### config.mk
export PLATFORM = sky130hd
export DESIGN_NAME = seg7_scan_driver
export DESIGN_NICKNAME = d
export VERILOG_FILES = /design/src/rtl/seg7_scan_driver.sv
export SDC_FILE = /design/constraint.sdc
export NUM_CORES = 1
export LEC_CHECK = 0
export ABC_AREA = 1
export BUFFER_PORTS_ARGS = -buffer_cell sky130_fd_sc_hd__buf_2
export CAP_MARGIN = 25
export CORE_MARGIN = 2
export CORE_UTILIZATION = 43
export CTS_BUF_LIST = sky130_fd_sc_hd__clkbuf_8 sky130_fd_sc_hd__clkbuf_16
export DETAILED_ROUTE_END_ITERATION = 12
export RECOVER_POWER = 25
export SYNTH_ARGS = -nofsm -noshare
export SYNTH_HDL_FRONTEND = slang
export SYNTH_SLANG_ARGS = --single-unit
### constraint.sdc
create_clock -name CLOCK_50 -period 6.1 [get_ports CLOCK_50]
set_input_delay 0.915 -clock CLOCK_50 [delete_from_list [all_inputs] [get_ports CLOCK_50]]
set_output_delay 0.915 -clock CLOCK_50 [all_outputs]
set_load 0.1 [all_outputs]
### src/rtl/seg7_scan_driver.sv
// Multiplexed common-anode seven-segment driver. Scans DIGITS codes at a programmable
// refresh rate and swaps in newly loaded codes only at frame boundaries.
module seg7_scan_driver #(
  parameter int DIGITS      = 4,
  parameter int REFRESH_DIV = 50000
) (
  input  logic                  CLOCK_50,
  input  logic                  RST,
  input  logic [4*DIGITS-1:0]   value,
  input  logic [DIGITS-1:0]     dp_in,
  input  logic                  load,
  output logic                  ready,
  input  logic                  hex_mode,
  input  logic                  blank_lz,
  output logic [0:6]            HEX,
  output logic                  DP,
  output logic [DIGITS-1:0]     AN
);

  localparam int CW = $clog2(REFRESH_DIV);
  localparam int IW = (DIGITS > 1) ? $clog2(DIGITS) : 1;
  localparam logic [CW-1:0] CNT_MAX = CW'(REFRESH_DIV - 1);
  localparam logic [IW-1:0] IDX_MAX = IW'(DIGITS - 1);

  logic [CW-1:0]         cnt;
  logic [IW-1:0]         idx;
  logic                  tick;
  logic                  frame_end;
  logic                  pending;
  logic [4*DIGITS-1:0]   pend_val;
  logic [DIGITS-1:0]     pend_dp;
  logic [4*DIGITS-1:0]   disp_val;
  logic [DIGITS-1:0]     disp_dp;

  logic [3:0]            cur_code;
  logic                  cur_dp;
  logic                  cur_lz;
  logic                  lz_run;
  logic [DIGITS-1:0]     an_next;
  logic [0:6]            hex_next;

  // Glyph bits are ordered a..g, active-low.
  function automatic logic [0:6] glyph(input logic [3:0] code, input logic hex);
    logic [0:6] g;
    case (code)
      4'h0: g = 7'b0000001;
      4'h1: g = 7'b1001111;
      4'h2: g = 7'b0010010;
      4'h3: g = 7'b0000110;
      4'h4: g = 7'b1001100;
      4'h5: g = 7'b0100100;
      4'h6: g = 7'b0100000;
      4'h7: g = 7'b0001111;
      4'h8: g = 7'b0000000;
      4'h9: g = 7'b0000100;
      4'hA: g = 7'b0001000;
      4'hB: g = 7'b1100000;
      4'hC: g = 7'b0110001;
      4'hD: g = 7'b1000010;
      4'hE: g = 7'b0110000;
      default: g = 7'b0111000;
    endcase
    if (!hex && code >= 4'd10) g = 7'b1111110;
    return g;
  endfunction

  assign tick      = (cnt == CNT_MAX);
  assign frame_end = tick && (idx == IDX_MAX);
  assign ready     = ~pending;

  always_ff @(posedge CLOCK_50) begin
    if (RST) begin
      cnt <= '0;
      idx <= '0;
    end else if (tick) begin
      cnt <= '0;
      idx <= (idx == IDX_MAX) ? '0 : idx + 1'b1;
    end else begin
      cnt <= cnt + 1'b1;
    end
  end

  // Handshake: ready is simply "nothing pending". A load only lands when pending is
  // clear, so a load coinciding with a boundary waits for the next boundary.
  always_ff @(posedge CLOCK_50) begin
    if (RST) begin
      pending  <= 1'b0;
      pend_val <= '0;
      pend_dp  <= '0;
      disp_val <= '0;
      disp_dp  <= '0;
    end else begin
      if (frame_end && pending) begin
        disp_val <= pend_val;
        disp_dp  <= pend_dp;
        pending  <= 1'b0;
      end
      if (load && !pending) begin
        pend_val <= value;
        pend_dp  <= dp_in;
        pending  <= 1'b1;
      end
    end
  end

  // lz_run stays 1 while every digit from the top down to i is zero.
  always_comb begin
    cur_code = '0;
    cur_dp   = 1'b0;
    cur_lz   = 1'b0;
    lz_run   = 1'b1;
    an_next  = '1;
    for (int i = DIGITS - 1; i >= 0; i--) begin
      lz_run = lz_run & (disp_val[4*i +: 4] == 4'd0);
      if (IW'(i) == idx) begin
        cur_code   = disp_val[4*i +: 4];
        cur_dp     = disp_dp[i];
        cur_lz     = lz_run && (i != 0);
        an_next[i] = 1'b0;
      end
    end
    hex_next = (blank_lz && cur_lz) ? 7'b1111111 : glyph(cur_code, hex_mode);
  end

  always_ff @(posedge CLOCK_50) begin
    if (RST) begin
      AN  <= '1;
      HEX <= 7'b1111111;
      DP  <= 1'b1;
    end else begin
      AN  <= an_next;
      HEX <= hex_next;
      DP  <= ~cur_dp;
    end
  end

endmodule

# == Yosys cells after proc, flatten, opt, wreduce, memory -nomap -nowiden ==
# Memories as Yosys holds them, arrays and structs flattened.
# Cells that the tools add are included.
# classes
n_addsub,2
magnitude_cmp,1
n_eq_ne,5
mux,20
n_bitwise,4
reduce_logical,15
# ops
cell,n
$add 16x1->16 const B,1
$eq 16x16->1 const B,1
$mux 4,4
$mux 1,15
$logic_not 4->1,3
$logic_and 1x1->1,5
$eq 2x2->1 const A,2
$ge 4x4->1 const B,1
$reduce_or 2->1,2
$reduce_or 3->1,1
$add 2x1->2 const B,1
$and 1x1->1,2
$eq 1x2->1 const A,1
$eq 2x2->1 const B,1
$logic_not 1->1,2
$logic_not 2->1,1
$mux 2,1
$not 1->1,2
$reduce_bool 2->1,1
# totals
regBits,71
mem_bits_ro,112
inputBits,25
out_inout_bits,13
elab_cells,59
n_memories,1
# memory_table
name,words,word_bits,rd,rd_clocked_by_memory_dff,write_ports,line,rtl
(name not given),16,7,1,0,0,45,case (code)

# == Longest topological paths before layout ==
# Gate-level depths: netlist (run 1).
# logic_depth
word_depth,8
depth_mapped,15
ltp_nobuf,14

# == Least setup slack after synthesis (run 1) ==
# OpenSTA, ideal clock, no wires.
# synth_path
path_kind,register -> register
startpoint,register idx[0]
endpoint,register HEX[0] (netlist bit)
setup_time_ns,0.121
arrival_time_ns,1.802
t_required_ns,5.979
slack_ns,4.177
stages_incl_launch_ff,13
path_buffers,1
synth_period_minus_slack_ns,1.923
path_cell_list,dfxtp_1 > inv_1 > ha_1 > buf_6 > nor2_8 > nand2_1 > nand3_1 > nand2_1 > ha_1 > inv_1 > nand3_4 > a21oi_2 > nand2_1
# synth_between
elab_chain_len,8
word_cells_on_any_way,17
classes_between,order compare (1); eq/ne (3); mux (8); reduce/logical (4); memory (1)
# synth_rtl
element,line,rtl
"start, declared",26,logic [IW-1:0] idx;
"start signal, assigned",77,idx <= (idx == IDX_MAX) ? '0 : idx + 1'b1;
$eq 2x2->1,115,if (IW'(i) == idx) begin
$mux 4 (4 in series),115,
$ge 4x4->1,63,if (!hex && code >= 4'd10) g = 7'b1111110;
$logic_and 1x1->1,63,
$reduce_or 3->1 (no line),--,
"end signal, assigned",132,HEX <= hex_next;
"end, declared",15,"output logic [0:6] HEX,"
# Parallel ways exist; a longest one is shown, timed or not.
# A chain may end at the register's enable or synchronous reset.

# == Worst setup path in the final report (run 1) ==
# layout_path
startpoint,input port RST
endpoint,register cnt[14]
# layout_between
elab_chain_len,1
# layout_rtl
element,line,rtl
"start, declared",8,"input logic RST,"
$reduce_or 2->1 (no line),--,
"end signal, assigned",79,cnt <= cnt + 1'b1;
"end, declared",25,logic [CW-1:0] cnt;
# Every way passes these cells.

==> results of run 1 <==
-- cell families (layout without fill, tap and decap cells) --
family	count (synthesis)	after routing	synth area share (%)
and+or+nand+nor	267	267	35.08
buffers and inverters	77	112	9.944
DFF	71	71	42.00
AOI/OAI and AO/OA	45	45	7.357
adders and majority gates	11	11	4.066
xor gates and xnor gates	6	6	1.553
-- power breakdown --
group | internal, mW | switching, mW | leakage [nW]
clock | 0.191 | 0.156 | 0.102
combinational | 0.0165 | 0.0449 | 1.17
sequential | 0.479 | 0.00733 | 0.580
-- how the worst max path moves through the flow --
stage / from / endpoint / slack [ps] / depth (start not counted)
finish: RST / cnt[14] / 2780 / 5
global route: RST / cnt[14] / 2410 / 5
CTS: idx[1] / HEX[1] / 3850 / 10
detailed placement: idx[1] / HEX[5] / 3860 / 12
global placement: RST / HEX[0] / 3920 / 6
floorplan: idx[0] / HEX[0] / 4180 / 12
-- metal layers --
metal | GRT usage (%) | vias up | share of wire, % | wire length, µm
met2 | 28.04 | 42 | 45 | 2852
met3 | 3.580 | 6 | 4.0 | 252
met5 | 0 | - | 0 | 0
met1 | 20.66 | 1181 | 50 | 3194
met4 | 6.250 | 0 | 0.88 | 56
li1 | - | 1525 | - | -
-- critical path, cell delays in order --
cell and delay (ps):
buf_2 90, inv_1 50, clkbuf_1 1360, nand2_1 800, nor3_1 340
-- cell type report --
cell class              count  area [µm²]  area share (%)
inverters                  59       224.0           5.937
multi-input cells         329        1624           43.05
flip-flops and latches     71        1421           37.68
well taps                 102       127.6           3.383
repair buffers             39       196.4           5.207
clock inverters             4       41.29           1.095
clock buffers              10       137.6           3.648
-- cells in the mapped netlist --
library cell  number
nand2_1          114
nor2_1           101
dfxtp_1           71
inv_1             54
o21ai_0           24
nand3_1           22
a21oi_1           15
ha_1              11
clkbuf_1           9
nor3_1             6
buf_6              5
nand3_2            5
nor2_2             4
xor2_1             4
buf_2              3
inv_2              3
nand2_2            3
nand2_4            3
nand4_1            3
nand3_4            2
o211ai_1           2
xnor2_1            2
a21oi_2            1
a21oi_4            1
buf_4              1
clkinv_1           1
inv_4              1
nand4_4            1
nor2_4             1
nor2_8             1
o2111ai_1          1
o21ai_1            1
or2_0              1
-- state kept, by name, indices dropped and copies added (netlist names) --
signal / flops
AN: 4
idx: 2
HEX: 7
disp_dp: 4
cnt: 16
pend_val: 16
DP: 1
pending: 1
disp_val: 16
pend_dp: 4
==> impl_metrics.ini, run 1 <==
[status]
outcome = finished with violations
violations = max-capacitance violations, max-slew violations

[pwr]
power_density_nw_per_um2 = 237.2
p_total_mw = 0.8949
peakVddDrop_mv = 0.1204
p_leak_nw = 1.854

[logic_synthesis]
syn_nets = 513
synth_top_cells_by_area = dfxtp_1 42%, nand2_1 13%, nor2_1 11%
ys_seq_area_share_pct = 42.00
synth_area_um2 = 3384
synth_seq_cells = 71
yosys.area.top_type_share_pct = 42.00
synth_cell_types = 33
yosysTopAreaCell = dfxtp_1
yosysWarningCount = 0
postSynthAreaPerCell_um2 = 7.095
netlist_instances = 477

[worst_hold_path]
holdPathEnd = cnt[0]
hold_depth = 1
holdCritPathClass = reg2reg
worstHoldStart = cnt[0]

[global_routing]
grt_pass1_vias = 2785
track_usage_pct = 16.57
grt_pass1_wl_mm = 11.64
grt_antenna_before_repair = 0
grt_max_degree = 51
grt_overflow = 0

[drt]
post_drt_wl_per_cell_um = 10.35
vias = 2754
drc_errors = 0
drtIter0Drc = 115
totalWireLength_mm = 6.355
dr.pass1.iters = 4
via_per_inst = 4.485
ant_nets = 0

[final_layout]
fill_cells = 826
diodes = 0
fin_nets = 545
stdcell_count = 614
design_area_um2 = 3772
layout_common_cells = 115 x nand2_1, 101 x nor2_1, 71 x dfxtp_1, 57 x inv_1, 37 x buf_2
area_growth_pct = 11.46
drive_above_1_share_pct = 14.45
layout_commonest_cell = nand2_1
final_util_pct = 49.07

[floorplanning]
start_util_pct = 44.03
dieHeight_um = 92.72
io_pins = 38
row_count = 32
core_area_um2 = 7687
die_x_um = 92.72
dieArea_um2 = 8597

[cts]
cts_max_level = 3
root_buffer = clkbuf_8
clockBufferDepth = 2
cts_hold_repair.buffers = 0
cts_setup_buffers = 0
cts_buffers = 9
insertion_delay_ps = 340
post_cts_resized = 0
cts_tree = built
cts_sinks = 71
clk_pin_slew_ps = 70

[timing]
fmax_mhz = 301.0
fin_ws_ps = 2778
tightest_slew_ps = 1907
drv_slew = 51
period_share_pct = 54.46
finalSetupViolCount = 0
rsz0062_at_grt = no
fin_skew_ps = 6.950
fin_setup_tns_ps = 0
final_hold_viol_count = 0
slew-limit-headroom_pct = -27.10
min_period_ps = 3322
hold_ws_ps = 456.6

[worst_setup_path]
reg2reg_slack_ps = 3850
r2r_start = idx[1]
rr_endpoint = HEX[5]
reg2reg_depth = 12
crit_fanout = 50
required_ps = 6340
crit_path_end_kind = register
crit_type = in2reg
cp.arrival_ps = 3570
critPathLaunchType = input pin

[place]
place_ws_ps = 3857
dpl_cell_area_um2 = 3600
place_congestion = 0.8419
placed_cells = 600
dp_hpwl_mm = 4.519
io_buffers = 37

[run]
maxCapViolCount = 1
Note: power is estimated with default switching activity, not from simulation.
==> run 2, diff against run 1 <==
- clock period: 6.1 -> 3.45 ns (I/O delays scaled with it)
==> run 2 against run 1 <==
  * The flow now finishes without violations
  * Combinational power up 73%
  * Via count is 0.91% higher
  * First-iteration DRC count is 16% lower
  * Final cell count is 0.33% higher
  * Largest cell class unchanged
  * Largest power group unchanged
  * Highest routed layer unchanged
==> impl_metrics.ini, run 2 (synthesized netlist as in run 1, its figures left out) <==
[cts]
insertion_delay_ps = 350
cts_hold_repair.buffers = 0
cts_tree = built
post_cts_resized = 0
cts_setup_buffers = 0
clk_pin_slew_ps = 70
clockBufferDepth = 2
cts_sinks = 71
cts_max_level = 3
root_buffer = clkbuf_8
cts_buffers = 9

[worst_setup_path]
crit_path_end_kind = register
crit_fanout = 9
required_ps = 3680
crit_type = reg2reg
crit_start = idx[1]
r2r_start = idx[1]
cp.arrival_ps = 2480
reg2reg_depth = 12
critPathLaunchType = register

[global_routing]
grt_max_degree = 42
busiest_layer = met2
use_met1_pct = 20.66
use_met2_pct = 26.34
track_usage_pct = 16.32
grt_overflow = 0
grt_antenna_before_repair = 0
grt_pass1_wl_mm = 11.32
grt_pass1_vias = 2664
grt_use_met3_pct = 3.499

[final_layout]
final_util_pct = 49.64
layout_common_cells = 114 x nand2_1, 102 x nor2_1, 71 x dfxtp_1, 54 x inv_1, 33 x buf_2
diodes = 0
fin_nets = 545
drive_above_1_share_pct = 14.40
layout_commonest_cell = nand2_1
area_growth_pct = 12.75
fill_cells = 819
largestRegisters = cnt (16), disp_val (16), pend_val (16)

[timing]
final_hold_viol_count = 0
rsz0062_at_grt = no
finalSetupViolCount = 0
tightest_slew_ps = 1166
min_period_ps = 2253
drv_slew = 0
fmax_mhz = 443.8
period_share_pct = 65.31
fin_setup_tns_ps = 0
fin_skew_ps = 8.788
slew-limit-headroom_pct = 22.59

[floorplanning]
io_pins = 38
die_x_um = 92.72
dieArea_um2 = 8597
start_util_pct = 44.03
core_area_um2 = 7687
row_count = 32
dieHeight_um = 92.72

[run]
maxCapViolCount = 0

[pwr]
power_density_nw_per_um2 = 450.5
p_leak_nw = 1.849
peakVddDrop_mv = 0.2446
power_frac_clock_pct = 43.8
switching_share_pct = 23.33
p_sw_mw = 0.4011
intPower_mw = 1.318
power_frac_comb_pct = 6.2
pwr-share-seq_pct = 50.0

[drt]
dr.pass1.iters = 4
post_drt_wl_per_cell_um = 10.35
drc_errors = 0
drtIter0Drc = 97
vias = 2779
ant_nets = 0
totalWireLength_mm = 6.376
via_per_inst = 4.511

[place]
io_buffers = 37
place_congestion = 0.8817
dp_hpwl_mm = 4.564

[worst_hold_path]
holdCritPathClass = in2reg
hold_depth = 3
worstHoldStart = value[2]

[status]
outcome = finished clean
==> run 2: worst paths after layout <==
| kind | to | slack, ps |
|---|---|---|
| min | pend_val[2] | 390 |
| min reg2reg | cnt[0] | 480 |
| max | HEX[5] | 1200 |
| max reg2reg | HEX[5] | 1200 |
==> run 2: critical path: stages, from the launching register on <==
cell	delay (ps)
dfxtp_1	330
inv_1	100
ha_1	540
inv_4	90
nand3_1	100
nand3_1	90
nand2_1	190
inv_1	90
ha_1	220
nand3_1	120
nand2_1	70
a21oi_1	120
nand2_1	60
==> run 2: power by group through the flow <==
stage / clock network (mW) / logic, mW / registers, mW
6_report: 0.754 / 0.106 / 0.859
5_1_grt: 0.806 / 0.117 / 0.862
4_1_cts: 0.776 / 0.110 / 0.859
3_5_place_dp: 0 / 0.110 / 0.878
3_3_place_gp: 0 / 0.108 / 0.877
2_1_floorplan: 0 / 0.0501 / 0.906
==> run 2: final cells by class <==
class                   instances  area (µm²)  share of cell area (%)
clock buffers                  11       151.4                   3.967
clock inverters                 5       80.08                   2.098
inverters                      59       224.0                   5.869
multi-input cells             329        1624                   42.56
flip-flops and latches         71        1421                   37.25
well taps                     102       127.6                   3.344
repair buffers                 39       187.7                   4.918
==> run 2: metrics by stage <==
step	std cells	hold WS [ps]	worst slack (ps)	power (mW)	area [µm²]
after global routing	616	378.2	998.9	1.785	3816
after detailed placement	600	465.9	1202	0.9873	3600
after CTS	616	373.9	1200	1.745	3831
final	616	386.7	1197	1.719	3816
after global placement	600	446.2	1285	0.9859	3600
after floorplan	477	428.7	1527	0.9564	3385
==> run 2: layer usage <==
layer | wire (µm) | up-vias
met2 | 2785 | 36
met1 | 3262 | 1202
met4 | 104 | 0
met5 | 0 | -
met3 | 224 | 11
li1 | - | 1530
